[src/rtl/tx_fifo_pkg.sv]
// tx_fifo_pkg: shared definitions for the transmit frame FIFO controller.
//   - field offsets inside the 40-bit TX RAM word
//   - write-side FSM state encoding
//   - pack_word(): builds a RAM word from host-side fields
package tx_fifo_pkg;

  localparam int DATA_LSB = 0;
  localparam int BE_LSB   = 32;
  localparam int SOF_BIT  = 36;
  localparam int EOF_BIT  = 37;

  localparam int WORD_W   = 40;
  // Only the low 38 bits carry information; the top two are always zero.
  localparam int SKID_W   = 38;

  typedef enum logic [1:0] {
    WS_IDLE  = 2'd0,
    WS_FRAME = 2'd1,
    WS_DROP  = 2'd2
  } wr_state_e;

  function automatic logic [WORD_W-1:0] pack_word(input logic [31:0] data,
                                                  input logic [3:0]  be,
                                                  input logic        sof,
                                                  input logic        eof);
    pack_word = {2'b00, eof, sof, be, data};
  endfunction

endpackage

[src/rtl/tx_fifo_skid.sv]
// tx_fifo_skid: 2-entry valid/ready skid buffer on the RAM read path.
// Ports:
//   gclk, grst        clock, synchronous active-high reset
//   flush             drop all entries and ignore this cycle's push
//   push, push_data   word arriving from the 1-clk RAM read pipeline
//   pop               consumer took the head word (only when out_valid)
//   out_valid/data    head entry
//   cnt               occupancy, used upstream to throttle reads
// The producer never pushes into a full buffer: reads are only issued when
// occupancy plus in-flight reads leaves room, so there is no in_ready.
module tx_fifo_skid
  import tx_fifo_pkg::*;
#(
  parameter int W = SKID_W
) (
  input  logic         gclk,
  input  logic         grst,
  input  logic         flush,
  input  logic         push,
  input  logic [W-1:0] push_data,
  input  logic         pop,
  output logic         out_valid,
  output logic [W-1:0] out_data,
  output logic [1:0]   cnt
);

  logic [W-1:0] ent0_q, ent0_d, ent1_q, ent1_d;
  logic [1:0]   cnt_q, cnt_d;
  logic [1:0]   c;

  always_comb begin
    ent0_d = ent0_q;
    ent1_d = ent1_q;
    c      = cnt_q;
    if (flush) begin
      c = 2'd0;
    end else begin
      // Pop first so a simultaneous push lands in the slot just vacated.
      if (pop) begin
        ent0_d = ent1_q;
        c      = c - 2'd1;
      end
      if (push) begin
        if (c == 2'd0) ent0_d = push_data;
        else           ent1_d = push_data;
        c = c + 2'd1;
      end
    end
    cnt_d = c;
  end

  always_ff @(posedge gclk) begin
    if (grst) begin
      ent0_q <= '0;
      ent1_q <= '0;
      cnt_q  <= 2'd0;
    end else begin
      ent0_q <= ent0_d;
      ent1_q <= ent1_d;
      cnt_q  <= cnt_d;
    end
  end

  assign out_valid = (cnt_q != 2'd0);
  assign out_data  = ent0_q;
  assign cnt       = cnt_q;

endmodule

[src/rtl/tx_fifo_ctrl.sv]
// tx_fifo_ctrl: store-and-forward frame FIFO controller for the 2^TABITS x 40
// transmit RAM (RAM is external). The MAC only ever sees committed frames.
// Ports:
//   gclk, grst                    clock, synchronous active-high reset
//   wr_valid/ready/data/be/eof    host write stream; wr_abort drops the frame
//   wr_ovf                        one-cycle pulse when a frame exceeds the RAM
//   ram_we_n/waddr/wdata          RAM write port (active-low enable)
//   ram_raddr/rdata               RAM read port, rdata valid 1 clk after raddr
//   rd_valid/ready/data/be/sof/eof  MAC read stream
//   rd_retry                      (TX_FIFO_RETRY_EN only) replay current frame
//   frm_count, free_words, almost_full  status
// Build option: define TX_FIFO_RETRY_EN for half-duplex collision retry. Space
// is then released per frame (on the eof pop) instead of per word.
module tx_fifo_ctrl
  import tx_fifo_pkg::*;
#(
  parameter int TABITS       = 12,
  parameter int AFULL_MARGIN = 16
) (
  input  logic              gclk,
  input  logic              grst,
  input  logic              wr_valid,
  output logic              wr_ready,
  input  logic [31:0]       wr_data,
  input  logic [3:0]        wr_be,
  input  logic              wr_eof,
  input  logic              wr_abort,
  output logic              wr_ovf,
  output logic              ram_we_n,
  output logic [TABITS-1:0] ram_waddr,
  output logic [39:0]       ram_wdata,
  output logic [TABITS-1:0] ram_raddr,
  input  logic [39:0]       ram_rdata,
  output logic              rd_valid,
  input  logic              rd_ready,
`ifdef TX_FIFO_RETRY_EN
  input  logic              rd_retry,
`endif
  output logic [31:0]       rd_data,
  output logic [3:0]        rd_be,
  output logic              rd_sof,
  output logic              rd_eof,
  output logic [TABITS:0]   frm_count,
  output logic [TABITS:0]   free_words,
  output logic              almost_full
);

  localparam int PW = TABITS + 1;
  localparam logic [PW-1:0] MAX_FREE = PW'((1 << TABITS) - 1);
  localparam logic [PW-1:0] AF_LIM   = PW'(AFULL_MARGIN);

  wr_state_e     state_q, state_d;
  logic [PW-1:0] wr_ptr_q, wr_ptr_d;
  // wr_base is both the start of the frame being written and the end of the
  // committed region, which is exactly where the read side must stop.
  logic [PW-1:0] wr_base_q, wr_base_d;
  logic [PW-1:0] rd_ptr_q, rd_ptr_d;       // next RAM word to fetch
  logic [PW-1:0] rd_pop_ptr_q, rd_pop_ptr_d; // RAM address of the skid head
  logic [PW-1:0] frm_count_q, frm_count_d;
  logic [PW-1:0] rd_free_ptr;
  logic          wr_ovf_q, wr_ovf_d;
  logic          inflight_q, inflight_d;
  logic          rst_done_q;

  logic          full, accept, wr_en, wr_sof, commit;
  logic          pop, eof_pop, issue, retry_fire;
  logic [2:0]    occ;
  logic [1:0]    skid_cnt;
  logic [SKID_W-1:0] skid_out;
  logic          unused_rdata;

  assign unused_rdata = ^ram_rdata[WORD_W-1:SKID_W];

  // ---------------------------------------------------------------- space
  assign free_words  = MAX_FREE - (wr_ptr_q - rd_free_ptr);
  assign almost_full = (free_words < AF_LIM);
  assign full        = (free_words == '0);
  assign frm_count   = frm_count_q;

  // DROP keeps accepting so the host can flush the oversize tail.
  assign wr_ready = rst_done_q & ((state_q == WS_DROP) | ~full);
  assign accept   = wr_valid & wr_ready;
  assign wr_ovf   = wr_ovf_q;

  // ---------------------------------------------------------- write FSM
  always_comb begin
    state_d   = state_q;
    wr_ptr_d  = wr_ptr_q;
    wr_base_d = wr_base_q;
    wr_en     = 1'b0;
    wr_sof    = 1'b0;
    commit    = 1'b0;
    wr_ovf_d  = 1'b0;
    case (state_q)
      WS_IDLE: begin
        if (accept && !wr_abort) begin
          wr_en     = 1'b1;
          wr_sof    = 1'b1;
          wr_ptr_d  = wr_ptr_q + PW'(1);
          wr_base_d = wr_ptr_q;
          if (wr_eof) begin
            commit    = 1'b1;
            wr_base_d = wr_ptr_q + PW'(1);
          end else begin
            state_d = WS_FRAME;
          end
        end
      end
      WS_FRAME: begin
        // Full with nothing committed: the frame alone fills the RAM and
        // can never complete, so give its space back and swallow the rest.
        if (full && frm_count_q == '0) begin
          wr_ptr_d = wr_base_q;
          wr_ovf_d = 1'b1;
          state_d  = WS_DROP;
        end else if (accept) begin
          if (wr_abort) begin
            wr_ptr_d = wr_base_q;
            state_d  = WS_IDLE;
          end else begin
            wr_en    = 1'b1;
            wr_ptr_d = wr_ptr_q + PW'(1);
            if (wr_eof) begin
              commit    = 1'b1;
              wr_base_d = wr_ptr_q + PW'(1);
              state_d   = WS_IDLE;
            end
          end
        end
      end
      WS_DROP: begin
        if (accept && (wr_eof || wr_abort)) state_d = WS_IDLE;
      end
      default: state_d = WS_IDLE;
    endcase
  end

  assign ram_we_n  = ~wr_en;
  assign ram_waddr = wr_ptr_q[TABITS-1:0];
  assign ram_wdata = wr_en ? pack_word(wr_data, wr_be, wr_sof, wr_eof) : '0;

  // ----------------------------------------------------------- read side
  assign pop     = rd_valid & rd_ready;
  assign eof_pop = pop & rd_eof;

`ifdef TX_FIFO_RETRY_EN
  logic [PW-1:0] rd_free_ptr_q, rd_free_ptr_d;
  assign retry_fire    = rd_retry & ~eof_pop;
  // Space is held until the whole frame has left, so a retry can replay it.
  assign rd_free_ptr_d = eof_pop ? rd_pop_ptr_q + PW'(1) : rd_free_ptr_q;
  assign rd_free_ptr   = rd_free_ptr_q;
  always_ff @(posedge gclk) begin
    if (grst) rd_free_ptr_q <= '0;
    else      rd_free_ptr_q <= rd_free_ptr_d;
  end
`else
  assign retry_fire  = 1'b0;
  assign rd_free_ptr = rd_pop_ptr_q;
`endif

  // Words the skid will hold next cycle before any new issue lands.
  assign occ   = {1'b0, skid_cnt} + {2'b00, inflight_q} - {2'b00, pop};
  assign issue = ~retry_fire & (frm_count_q != '0) & (rd_ptr_q != wr_base_q)
               & (occ < 3'd2);

  always_comb begin
    rd_ptr_d     = rd_ptr_q + PW'(issue);
    rd_pop_ptr_d = rd_pop_ptr_q + PW'(pop);
    inflight_d   = issue;
    frm_count_d  = frm_count_q + PW'(commit) - PW'(eof_pop);
    if (retry_fire) begin
      // Frame start is the free pointer: nothing of this frame is released.
      rd_ptr_d     = rd_free_ptr;
      rd_pop_ptr_d = rd_free_ptr;
    end
  end

  assign ram_raddr = rd_ptr_q[TABITS-1:0];

  tx_fifo_skid #(.W(SKID_W)) u_skid (
    .gclk      (gclk),
    .grst      (grst),
    .flush     (retry_fire),
    .push      (inflight_q),
    .push_data (ram_rdata[SKID_W-1:0]),
    .pop       (pop),
    .out_valid (rd_valid),
    .out_data  (skid_out),
    .cnt       (skid_cnt)
  );

  assign rd_data = skid_out[DATA_LSB +: 32];
  assign rd_be   = skid_out[BE_LSB +: 4];
  assign rd_sof  = skid_out[SOF_BIT];
  assign rd_eof  = skid_out[EOF_BIT];

  // ----------------------------------------------------------- registers
  always_ff @(posedge gclk) begin
    if (grst) begin
      state_q      <= WS_IDLE;
      wr_ptr_q     <= '0;
      wr_base_q    <= '0;
      rd_ptr_q     <= '0;
      rd_pop_ptr_q <= '0;
      frm_count_q  <= '0;
      wr_ovf_q     <= 1'b0;
      inflight_q   <= 1'b0;
      rst_done_q   <= 1'b0;
    end else begin
      state_q      <= state_d;
      wr_ptr_q     <= wr_ptr_d;
      wr_base_q    <= wr_base_d;
      rd_ptr_q     <= rd_ptr_d;
      rd_pop_ptr_q <= rd_pop_ptr_d;
      frm_count_q  <= frm_count_d;
      wr_ovf_q     <= wr_ovf_d;
      inflight_q   <= inflight_d;
      rst_done_q   <= 1'b1;
    end
  end

endmodule
[config.mk]
export PLATFORM = sky130hd
export DESIGN_NAME = tx_fifo_ctrl
export DESIGN_NICKNAME = d
export VERILOG_FILES = /design/src/rtl/tx_fifo_pkg.sv /design/src/rtl/tx_fifo_skid.sv /design/src/rtl/tx_fifo_ctrl.sv
export SDC_FILE = /design/constraint.sdc
export NUM_CORES = 1
export LEC_CHECK = 0
export BUFFER_PORTS_ARGS = -buffer_cell sky130_fd_sc_hd__buf_4
export CAP_MARGIN = 30
export CORE_ASPECT_RATIO = 0.9
export CORE_UTILIZATION = 40
export CTS_CLUSTER_DIAMETER = 80
export DETAILED_ROUTE_END_ITERATION = 8
export SLEW_MARGIN = 30
export SYNTH_ARGS = -nofsm -noshare
export SYNTH_HDL_FRONTEND = slang
export SYNTH_SLANG_ARGS = --single-unit
[constraint.sdc]
create_clock -name gclk -period 10.8 [get_ports gclk]
set_clock_uncertainty 0.15 [all_clocks]
set_input_delay 1.62 -clock gclk [delete_from_list [all_inputs] [get_ports gclk]]
set_output_delay 1.62 -clock gclk [all_outputs]
set_load 0.005 [all_outputs]
==> Word-level counts from Yosys, hierarchy flattened <==
Index checks and enable logic that the tools add are counted.
{ "op_classes": {"muxes": 40, "n_reduce_logical": 17, "n_lt_le_gt_ge": 2, "add_sub_neg": 11, "n_bitwise": 11, "n_eq_ne": 12} }
{ "op_table": {"columns": ["op", "count"], "rows": [
  ["$mux W38", 4],
  ["$mux W13", 10],
  ["$pmux W13 S2", 2],
  ["$add A13 B1 Y13", 3],
  ["$logic_not A13 Y1", 2],
  ["$mux W2", 9],
  ["$add A13 B1 Y13 const B", 1],
  ["$lt A13 B5 Y1 const B", 1],
  ["$ne A13 B13 Y1", 1],
  ["$reduce_bool A13 Y1", 1],
  ["$sub A12 B13 Y13 const A", 1],
  ["$sub A13 B1 Y13", 1],
  ["$sub A13 B13 Y13", 1],
  ["$mux W1", 12],
  ["$ne A2 B2 Y1 const B", 6],
  ["$and A1 B1 Y1", 6],
  ["$pmux W2 S3", 1],
  ["$reduce_and A6 Y1", 1],
  ["$reduce_and A5 Y1", 1],
  ["$logic_not A2 Y1", 2],
  ["$ne A4 B4 Y1 const B", 1],
  ["$not A1 Y1", 4],
  ["$pmux W1 S2", 2],
  ["$reduce_bool A2 Y1", 2],
  ["other kinds (16)", 18]
]} }
{ "totals": {"out_inout_bits": 133, "input_bits": 82, "wordCells": 105, "ff_bits": 148} }

==> Depth between registers and ports, before layout <==
Gate-level depths: netlist of the first run.
{ "depth": {"ltp_word": 12, "mapped_depth": 30, "ltp_nobuf": 28} }

==> Cells and area by module <==
From an unflattened synthesis of the first run, not the netlist that was laid out.
{ "hier_totals": {"hier_cells": 1050, "hier_area_um2": 10034.6} }
{ "by_module_without_submodules": {"columns": ["mod", "area_per_inst_um2", "cells_per_inst", "n_inst"], "rows": [
  ["tx_fifo_ctrl", 5302.6, 647, 1],
  ["tx_fifo_skid", 4732.0, 403, 1]
]} }

==> Least setup slack after synthesis of the first run <==
Ideal clock, no wire load.
{ "synth_path": {"path_type": "register -> register", "from": "register wr_ptr_q[1]", "to": "register frm_count_q[12], in the netlist frm_count[12]", "stages_incl_launch_ff": 31, "t_required_ps": 10529, "synth_period_minus_slack_ps": 6010, "arrival_time_ps": 5739, "slack_ps": 4790, "setup_ps": 121, "path_buffers": 2, "cell_sequence": "dfxtp_1 -> inv_1 -> ha_1 -> ha_1 -> inv_1 -> fa_1 -> nor2b_4 -> o21a_1 -> o22ai_1 -> a2111oi_4 -> o211ai_1 -> or4_1 -> buf_2 -> o21a_1 -> clkbuf_1 -> and2_1 -> inv_1 -> ha_1 -> inv_1 -> ha_1 -> inv_1 -> fa_1 -> nand2b_1 -> a21oi_1 -> o21ai_0 -> a21oi_1 -> o21ai_0 -> a21o_1 -> a211oi_1 -> o41ai_1 -> mux2_2"} }
{ "synth_via": {"elab_chain_cells": 12} }
{ "synth_lines": {"columns": ["item", "line", "rtl"], "rows": [
  ["start: declaration", "tx_fifo_ctrl.sv:53", "logic [PW-1:0] wr_ptr_q, wr_ptr_d;"],
  ["start signal: assignment", "tx_fifo_ctrl.sv:211", "wr_ptr_q <= wr_ptr_d;"],
  ["$sub A13 B13 Y13 (*)", "tx_fifo_ctrl.sv:75", "assign free_words = MAX_FREE - (wr_ptr_q - rd_free_ptr);"],
  ["$sub A12 B13 Y13 (*)", "tx_fifo_ctrl.sv:75", null],
  ["$logic_not A13 Y1 (*)", "tx_fifo_ctrl.sv:77", "assign full = (free_words == '0);"],
  ["$not A1 Y1", "tx_fifo_ctrl.sv:81", "assign wr_ready = rst_done_q & ((state_q == WS_DROP) | ~full);"],
  ["$or A1 B1 Y1", "tx_fifo_ctrl.sv:81", null],
  ["$and A1 B1 Y1", "tx_fifo_ctrl.sv:81", null],
  ["$and A1 B1 Y1", "tx_fifo_ctrl.sv:82", "assign accept = wr_valid & wr_ready;"],
  ["$mux W1 / $logic_and A1 B1 Y1 (equally long branches)", "tx_fifo_ctrl.sv:116, tx_fifo_ctrl.sv:96", null],
  ["$mux W1, on equally long branches", "tx_fifo_ctrl.sv:112, tx_fifo_ctrl.sv:96", null],
  ["$pmux W1 S2 (*)", "tx_fifo_ctrl.sv:94", "case (state_q)"],
  ["$add A13 B1 Y13 (*)", "tx_fifo_ctrl.sv:170", "frm_count_d = frm_count_q + PW'(commit) - PW'(eof_pop);"],
  ["$sub A13 B1 Y13 (*)", "tx_fifo_ctrl.sv:170", null],
  ["end signal: assignment", "tx_fifo_ctrl.sv:215", "frm_count_q <= frm_count_d;"],
  ["end: declaration", "tx_fifo_ctrl.sv:59", "logic [PW-1:0] frm_count_q, frm_count_d;"]
]} }
Every way passes the cells marked *; elsewhere a longest branch is shown, timed or not.
A chain may end at the register's enable or synchronous reset.

==> Worst setup path after layout of the first run <==
Same ends and word-level chain as after synthesis.

==> results of run 1 <==
==> where the power goes <==
group	internal (mW)	switching (mW)	leakage (nW)
logic	0.369	0.428	2.86
registers	0.652	0.0671	1.20
clock network	0.370	0.252	0.298
total	1.39	0.747	4.36
==> critical path, delay by kind of cell (launching register included) <==
family          cells  cell delay (ps)
flops               1              410
mux                 1              290
buf+inv             5              370
fa+ha+maj           6             1630
simple gates        4             1080
compound gates     12             2610
==> cells in the final DEF (no fill, tap or decap), types with 5 or more instances in the layout <==
master	instances
buf_4	218
nand2_1	165
dfxtp_1	148
nor2_1	110
a21oi_1	75
inv_1	52
ha_1	50
and2_1	41
xnor2_1	39
a311oi_1	38
nand3_1	26
o21ai_0	20
or3_1	17
clkbuf_16	17
xor2_1	16
a211oi_1	15
mux2i_1	12
o32ai_1	12
a21o_1	9
nand2b_1	9
nor3_1	9
nor2b_1	8
a32oi_1	8
nand4_1	7
and3_1	6
inv_6	6
o211ai_1	5
o31a_1	5
o21bai_1	5
==> kinds of logic (layout without fill, tap and decap cells) <==
logic type | count (synthesis) | after routing | share of synthesized area, %
and+or+nand+nor | 415 | 415 | 22.7
DFF | 148 | 148 | 35.7
other | 1 | 2 | 0.0452
muxes | 13 | 13 | 1.58
adders and majority gates | 53 | 53 | 8.27
AOI/OAI and AO/OA | 214 | 214 | 18.0
xor gates and xnor gates | 55 | 55 | 5.81
buffers and inverters | 143 | 304 | 7.82
==> routing by layer <==
layer	share of wire [%]	vias to the layer above	wire, um	track usage [%]
met5	0	-	0	0
met4	0.88	0	194	5.00
met3	5.5	13	1220	5.41
met2	45	197	9880	32.2
met1	49	3526	10900	28.8
li1	-	3853	-	-
==> final cells by class <==
type / instances / share of cell area [%]
Multi-Input combinational cell: 752 / 45.0
Sequential cell: 148 / 28.4
Timing Repair Buffer: 218 / 15.7
Clock buffer: 17 / 4.08
Tap cell: 255 / 3.06
Inverter: 54 / 1.94
Clock inverter: 15 / 1.83
==> metrics by stage <==
stage / hold slack [ps] / util, % / power, mW / instance area, um2 / instances
after detailed placement: 297 / 48.7 / 1.53 / 9810 / 1427
final: 304 / 51.7 / 2.14 / 10400 / 1459
after global routing: 321 / 51.7 / 2.30 / 10400 / 1459
after global placement: 292 / 48.6 / 1.52 / 9810 / 1427
after floorplan: 287 / - / 1.23 / 8290 / 1043
after CTS: 307 / 51.7 / 2.16 / 10400 / 1459
==> state kept, by name, summed over array words and instances, names as in the netlist <==
name	cells
rst_done_q	1
rd_ptr_q	13
u_skid.cnt	2
state_q	2
inflight_q	1
rd_free_ptr	13
u_skid.out_data	38
wr_base_q	13
frm_count	13
u_skid.ent1_q	38
wr_ovf	1
wr_ptr_q	13
==> path summary, 6_finish.rpt <==
path	startpoint	end	slack [ps]	cells past startpoint
max	wr_ptr_q[1]$_SDFFE_PP0P_	frm_count[12]$_SDFF_PP0_	4170	28
min	u_skid.ent1_q[1]$_SDFFE_PP0P_	u_skid.ent1_q[1]$_SDFFE_PP0P_	300	2
max reg2reg	wr_ptr_q[1]$_SDFFE_PP0P_	frm_count[12]$_SDFF_PP0_	4170	28
min reg2reg	u_skid.ent1_q[1]$_SDFFE_PP0P_	u_skid.ent1_q[1]$_SDFFE_PP0P_	300	2
==> impl_results.md, run 1 <==
* Share of layout cells above drive strength 1 at 21.8%
* Routed vias at 7,589
* Crit path top cell by count: inv_1
* Drt drc at 0
* Hpwl dp at 15,500 um
* Yosys cell types at 60
* Crit-path max cell delay at 590 ps
* Crit path time final at 6630 ps
* Slew Viols, Final at 0
* Max-Cap Viols at 0
* Largest net degree at the start of global routing at 79
* Outcome: finished, final reports clean
* Vias in the first global route at 6,927
* Placer congestion estimate at 0.867
* Pwr Density at 205 mW/mm2
* Worst Hold Class: reg -> reg
* Wire per inst at 15.2 um
* Synth area leaders: dfxtp_1 36%, ha_1 7.5%, nand2_1 7.5%
* Most common flop cell mapped by yosys: dfxtp_1
* RSZ-0062 raised after global routing: no
* Post-synth top cells: 166 x nand2_1, 148 x dfxtp_1, 111 x nor2_1, 75 x a21oi_1, 52 x inv_1
* Total Routing Usage GR at 20.8%
* Vias/cell at 5.20
* Longest Clk Path Bufs at 2
* Root Buffer: clkbuf_16
* CP arrival at 6780 ps
* Fmax at 0.151 GHz
* Synth top area share at 35.7%
* Fillers at 1,960
* Final WL at 22,100 um
* WP data required at 10,950 ps
* Worst-skew pair later-pin latency at 420 ps
* Initial antenna violation count at 0
* First drt pass iteration count at 5
* Synthesized cell area at 0.00829 mm2
* Starting density of the core at 41.1%
* First-pass GRT wire length at 35,800 um
* Clock buffer count from CTS at 17
* Antenna-violating nets left at 0
* Chip height at 139 um
* Final setup viols at 0
* CP startpoint kind: register
* Core Rows at 49
* Top-count cell post-synth: nand2_1
* Setup TNS at 0 ps
* Ports at 215
* Register area share after synthesis at 35.7%
* Max H-tree Level at 4
* Core Area at 0.0202 mm2
* Syn_area_per_cell at 7.96 um2
* Async SR Flop Fraction at 0%
* Yosys warns at 0
* Final worst-path cycle share at 61.3%
* Congestion Overflow GR at 0
* Worst rel slew slack at 33.1%
* FF+latch count, synth at 148
* Initial DRC Count at 418
* Register area at 0.00296 mm2
* Final hold vios at 0
* Clock Sink Count at 148
* Leak at 4.36 nW
* Die area at 0.0213 mm2
* Clk pin slew, worst setup/hold paths at 60 ps
* Most area-hungry cell type in the Yosys netlist: dfxtp_1
* Synth Instances at 1,042
* CP Capture Type: register
* Post-CTS sizing at 0
* Crit Path Category: reg -> reg
* Port-buffer cells at 210
* # Post-CTS Setup Buffers at 0
* Critical path peak fanout at 7
* Die Wd at 154 um
* N_diodes at 0
* Slowest cell on the critical path: or4_1
* Multi-input logic area at 0.00469 mm2
* Final Worst Setup Slack at 4170 ps
* Worst vdd ir at 0.186 mV
* Area growth syn-to-layout at 25.9%
* Worst Max-Slew Pin Slew at 1000 ps
* EDFF count, synth at 0
* Dpl ws at 4300 ps
* TritonCTS clock tree: built
* Final net count at 1,326
* Hold_buf cts at 0
Note: power is estimated with default switching activity, not from simulation.
==> inputs of run 2 (changes only) <==
--- a/config.mk
+++ b/config.mk
@@ -5,12 +5,14 @@
 export SDC_FILE = /design/constraint.sdc
 export NUM_CORES = 1
 export LEC_CHECK = 0
+export ABC_AREA = 1
 export BUFFER_PORTS_ARGS = -buffer_cell sky130_fd_sc_hd__buf_4
 export CAP_MARGIN = 30
 export CORE_ASPECT_RATIO = 0.9
 export CORE_UTILIZATION = 40
 export CTS_CLUSTER_DIAMETER = 80
 export DETAILED_ROUTE_END_ITERATION = 8
+export PLACE_DENSITY = 0.65
 export SLEW_MARGIN = 30
 export SYNTH_ARGS = -nofsm -noshare
 export SYNTH_HDL_FRONTEND = slang
==> constraint.sdc (replaced) <==
create_clock -name gclk -period 5.5 [get_ports gclk]
set_clock_uncertainty 0.15 [all_clocks]
set_input_delay 0.825 -clock gclk [delete_from_list [all_inputs] [get_ports gclk]]
set_output_delay 0.825 -clock gclk [all_outputs]
set_load 0.005 [all_outputs]
==> impl_results.md, run 2 <==
* Internal Pwr Total at 2.74 mW
* Port-buffer cells at 210
* Worst rel slew slack at 44.5%
* Core Area at 0.0210 mm2
* Synth top area share at 34.2%
* Starting density of the core at 41.2%
* Vias in the first global route at 7,612
* EDFF count, synth at 0
* Congestion Overflow GR at 0
* Worst Hold Class: reg -> reg
* Wire per inst at 13.2 um
* Max H-tree Level at 4
* Setup TNS at 0 ps
* Most common flop cell mapped by yosys: dfxtp_1
* RSZ-0062 raised after global routing: no
* CP arrival at 5140 ps
* Worst-skew pair later-pin latency at 430 ps
* Hold_buf cts at 0
* Top-count cell post-synth: inv_1
* Register area share after synthesis at 34.2%
* Chip height at 142 um
* Most frequent cells in the layout: 222 x inv_1, 217 x buf_4, 215 x nand2_1, 191 x nor2_1, 148 x dfxtp_1
* Sw Ratio at 39.3%
* Slew Viols, Final at 0
* Max-Cap Viols at 0
* Die area at 0.0222 mm2
* Most area-hungry cell type in the Yosys netlist: dfxtp_1
* Sequential power share at 33.1%
* Hpwl dp at 16,600 um
* Root Buffer: clkbuf_16
* First-pass GRT wire length at 37,400 um
* Synth area leaders: dfxtp_1 34%, inv_1 9.7%, nand2_1 9.4%
* Fmax at 0.203 GHz
* Drt drc at 0
* TritonCTS clock tree: built
* Routed vias at 8,390
* Slowest cell on the critical path: fa_1
* Design Area, Final at 0.0108 mm2
* Leak at 5.61 nW
* Crit path top cell by count: inv_1
* # Post-CTS Setup Buffers at 0
* Total Routing Usage GR at 21.0%
* FF+latch count, synth at 148
* Initial DRC Count at 556
* Clk pin slew, worst setup/hold paths at 70 ps
* Syn_area_per_cell at 6.69 um2
* Die Wd at 157 um
* Comb pwr share at 40.9%
* First drt pass iteration count at 7
* Critical path peak fanout at 4
* Core Rows at 50
* Longest Clk Path Bufs at 2
* Post-CTS sizing at 0
* Largest net degree at the start of global routing at 72
* Yosys warns at 0
* Placer congestion estimate at 0.891
* Outcome: finished, final reports clean
* Initial antenna violation count at 0
* Yosys cell types at 39
* Final hold slack at 343 ps
* N_diodes at 0
* Share of layout cells above drive strength 1 at 18.8%
* Clock share of power at 26.0%
* Area after DPL at 0.0102 mm2
* Final worst-path cycle share at 89.6%
* Final setup viols at 0
* CP startpoint kind: register
* Sw power at 1.78 mW
* Worst Max-Slew Pin Slew at 833 ps
* Async SR Flop Fraction at 0%
* WP data required at 5710 ps
* Pwr Density at 416 mW/mm2
* Area growth syn-to-layout at 25.1%
* Post-synth top cells: 224 x inv_1, 216 x nand2_1, 192 x nor2_1, 148 x dfxtp_1, 87 x o21ai_0
* Ports at 215
* Antenna-violating nets left at 0
* Clock Sink Count at 148
* Crit-path max cell delay at 410 ps
* Synth Instances at 1,295
* Final hold vios at 0
* Crit path time final at 4930 ps
* Clock buffer count from CTS at 17
* Final net count at 1,588
* Reg2reg setup slack at 570 ps
* Vias/cell at 4.79
* CP Capture Type: register
* Worst vdd ir at 0.244 mV
* Crit Path Category: reg -> reg
* Synthesized cell area at 0.00866 mm2
* Most common cell after layout, fill and taps aside: inv_1
* Final WL at 23,200 um
==> run 2: cell count changes after synthesis, moves of 35 or more <==
cell / before / now
inv_1: 52 / 224
nor2_1: 111 / 192
o21ai_0: 20 / 87
nand3_1: 26 / 83
nand2_1: 166 / 216
and2_1: 41 / 0
a311oi_1: 38 / 0
xnor2_1: 39 / 4
==> run 2: through the flow <==
step	cells	setup WS (ps)	util [%]	power (mW)
after detailed placement	1720	586	48.7	3.36
after global placement	1720	676	48.7	3.33
after global routing	1752	111	51.6	4.89
after floorplan	1296	992	-	2.71
after CTS	1752	554	51.6	4.55
final	1752	571	51.6	4.51
==> run 2: per-layer routing <==
layer  GRT usage [%]  wire (um)
met1            27.9      10900
met2            33.8      10700
met3            5.96       1540
met4            4.29        112
met5               0          0
==> run 2: worst paths after layout <==
path | end | from | depth (start not counted)
hold reg to reg | wr_base_q[4]$_SDFFE_PP0P_ | wr_base_q[4]$_SDFFE_PP0P_ | 2
hold / removal | wr_base_q[4]$_SDFFE_PP0P_ | wr_base_q[4]$_SDFFE_PP0P_ | 2
setup reg to reg | frm_count[12]$_SDFF_PP0_ | wr_ptr_q[1]$_SDFFE_PP0P_ | 33
setup / recovery | frm_count[12]$_SDFF_PP0_ | wr_ptr_q[1]$_SDFFE_PP0P_ | 33
==> run 2: area by class of cell <==
class,instances,area [um2]
clock inverter,15,183
clock buffer,17,425
sequential,148,2960
tap,286,358
multi-input combinational,839,4420
fill,2163,10200
timing repair buffer,217,1630
inverter,230,865
==> run 2: kinds of logic (layout without fill, tap and decap cells) <==
group / Yosys count / count (layout) / share of synthesized area, %
XOR/XNOR: 22 / 22 / 2.22
flip-flops: 148 / 148 / 34.2
other: 1 / 2 / 0.0433
AO/OA/AOI/OAI: 219 / 219 / 14.2
buffers and inverters: 309 / 479 / 14.9
adder cells (fa/ha/maj): 53 / 53 / 7.92
AND/OR/NAND/NOR: 543 / 543 / 26.5
==> run 2: critical path: cells and delay by family (launching register included) <==
kind,cells,cell delay [ps]
AO/OA/AOI/OAI,4,500
adder cells (fa/ha/maj),6,1730
flip-flops,1,390
AND/OR/NAND/NOR,14,1390
buffers and inverters,9,700
==> run 2: power groups by stage <==
stage / logic (mW) / registers [mW] / clock network [mW]
finish: 1.84 / 1.50 / 1.17
global route: 2.11 / 1.53 / 1.25
CTS: 1.86 / 1.50 / 1.20
detailed placement: 1.85 / 1.51 / 0
global placement: 1.82 / 1.51 / 0
floorplan: 1.22 / 1.49 / 0
==> inputs of run 3 (changes only) <==
--- a/config.mk
+++ b/config.mk
@@ -6,13 +6,12 @@
 export NUM_CORES = 1
 export LEC_CHECK = 0
 export ABC_AREA = 1
-export BUFFER_PORTS_ARGS = -buffer_cell sky130_fd_sc_hd__buf_4
 export CAP_MARGIN = 30
 export CORE_ASPECT_RATIO = 0.9
-export CORE_UTILIZATION = 40
+export CORE_UTILIZATION = 25
 export CTS_CLUSTER_DIAMETER = 80
 export DETAILED_ROUTE_END_ITERATION = 8
-export PLACE_DENSITY = 0.65
+export DONT_BUFFER_PORTS = 1
 export SLEW_MARGIN = 30
 export SYNTH_ARGS = -nofsm -noshare
 export SYNTH_HDL_FRONTEND = slang
==> impl_results.md, run 3 (synthesis gave the netlist of run 2 again) <==
* Final hold vios at 0
* Worst rel slew slack at 47.5%
* Ports at 215
* First drt pass iteration count at 5
* Crit-path max cell delay at 400 ps
* N_diodes at 0
* Fmax at 0.205 GHz
* Outcome: finished, final reports clean
* Clock Sink Count at 148
* RSZ-0062 raised after global routing: no
* CP arrival at 5090 ps
* Worst Max-Slew Pin Slew at 787 ps
* Slew Viols, Final at 0
* Largest net degree at the start of global routing at 75
* Initial DRC Count at 504
* Chip height at 179 um
* Clock buffer count from CTS at 17
* Slowest cell on the critical path: fa_1
* Worst Reg-to-Reg Cells at 33
* Worst vdd ir at 0.205 mV
* Placer congestion estimate at 0.829
* Critical path peak fanout at 4
* Worst Hold Depth at 1
* Final setup viols at 0
* Vias in the first global route at 7,048
* Routed vias at 7,821
* Port-buffer cells at 0
* Area growth syn-to-layout at 9.98%
* Most frequent cells in the layout: 222 x inv_1, 215 x nand2_1, 191 x nor2_1, 148 x dfxtp_1, 87 x o21ai_0
* Die Wd at 198 um
* Leak at 4.58 nW
* Dpl ws at 637 ps
* Max H-tree Level at 4
* Hold_buf cts at 0
* Core Rows at 64
* TritonCTS clock tree: built
* CP startpoint kind: register
* Initial antenna violation count at 0
* Pwr Density at 444 mW/mm2
* Starting density of the core at 25.5%
* Congestion Overflow GR at 0
* Total Routing Usage GR at 13.4%
* Final WL at 24,000 um
* Antenna-violating nets left at 0
* Setup TNS at 0 ps
* Final net count at 1,388
* CP Capture Type: register
* Final Worst Setup Slack at 621 ps
* Finished Core Util at 28.0%
* Crit Path Category: reg -> reg
* Clk pin slew, worst setup/hold paths at 70 ps
* Core Area at 0.0340 mm2
* Die area at 0.0354 mm2
* Longest Clk Path Bufs at 2
* Vias/cell at 4.53
* First-pass GRT wire length at 37,000 um
* Share of layout cells above drive strength 1 at 5.69%
* Worst-skew pair later-pin latency at 430 ps
* Most common cell after layout, fill and taps aside: inv_1
* # Post-CTS Setup Buffers at 0
* Root Buffer: clkbuf_16
* Hpwl dp at 17,500 um
* Max-Cap Viols at 0
* Crit path time final at 4880 ps
* Reg2reg setup slack at 620 ps
* WP data required at 5710 ps
* Post-CTS sizing at 0
* Final worst-path cycle share at 88.7%
* Worst Hold Class: in -> reg
* Final hold slack at 319 ps
* Crit path top cell by count: inv_1
* Wire per inst at 13.9 um
* Drt drc at 0
-- run 3: cell count changes in the layout (fill, tap and decap cells not counted), sizes merged --
cell,previous run,this run
clkinvlp,1,2
bufinv,0,2
clkbuf,17,20
inv,236,231
buf,217,17
clkinv,8,6
-- run 3: worst max-delay path, delay by kind of cell, from the launching register on --
family                   cells  cell delay, ps
AO/OA/AOI/OAI                4             510
adder cells (fa/ha/maj)      6            1690
AND/OR/NAND/NOR             14            1440
flip-flops                   1             330
buffers and inverters        9             680
-- run 3: power by group --
part / internal (mW) / switching, mW / total (mW)
combinational: 0.545 / 0.978 / 1.52
clock: 0.681 / 0.484 / 1.17
sequential: 1.33 / 0.205 / 1.54
total: 2.56 / 1.67 / 4.23
-- run 3: stage by stage --
stage	power, mW	instances	area, um2
2_1_floorplan	2.71	1296	8670
3_3_place_gp	3.06	1696	8950
3_5_place_dp	3.10	1696	8950
4_1_cts	4.29	1727	9530
5_1_grt	4.60	1727	9530
6_report	4.23	1727	9530
-- run 3: cell type report --
class / instances / area, um2
fillers: 3742 / 24500
multi-input cells: 839 / 4420
flip-flops and latches: 148 / 2960
inverters: 230 / 865
well taps: 462 / 578
clock buffers: 20 / 447
clock inverters: 11 / 129
repair buffers: 17 / 128
-- run 3: worst paths after layout --
kind | startpoint | end
setup reg to reg | wr_ptr_q[1]$_SDFFE_PP0P_ | frm_count[12]$_SDFF_PP0_
hold reg to reg | wr_base_q[6]$_SDFFE_PP0P_ | wr_base_q[6]$_SDFFE_PP0P_
hold / removal | grst | frm_count[0]$_SDFF_PP0_
setup / recovery | wr_ptr_q[1]$_SDFFE_PP0P_ | frm_count[12]$_SDFF_PP0_
-- run 3: metal layers --
layer / global-route usage, % / vias to the layer above / share of wire, %
li1: - / 3995 / -
met1: 15.8 / 3530 / 42
met2: 22.3 / 276 / 46
met3: 5.52 / 20 / 10
met4: 3.46 / 0 / 1.2
met5: 0 / - / 0
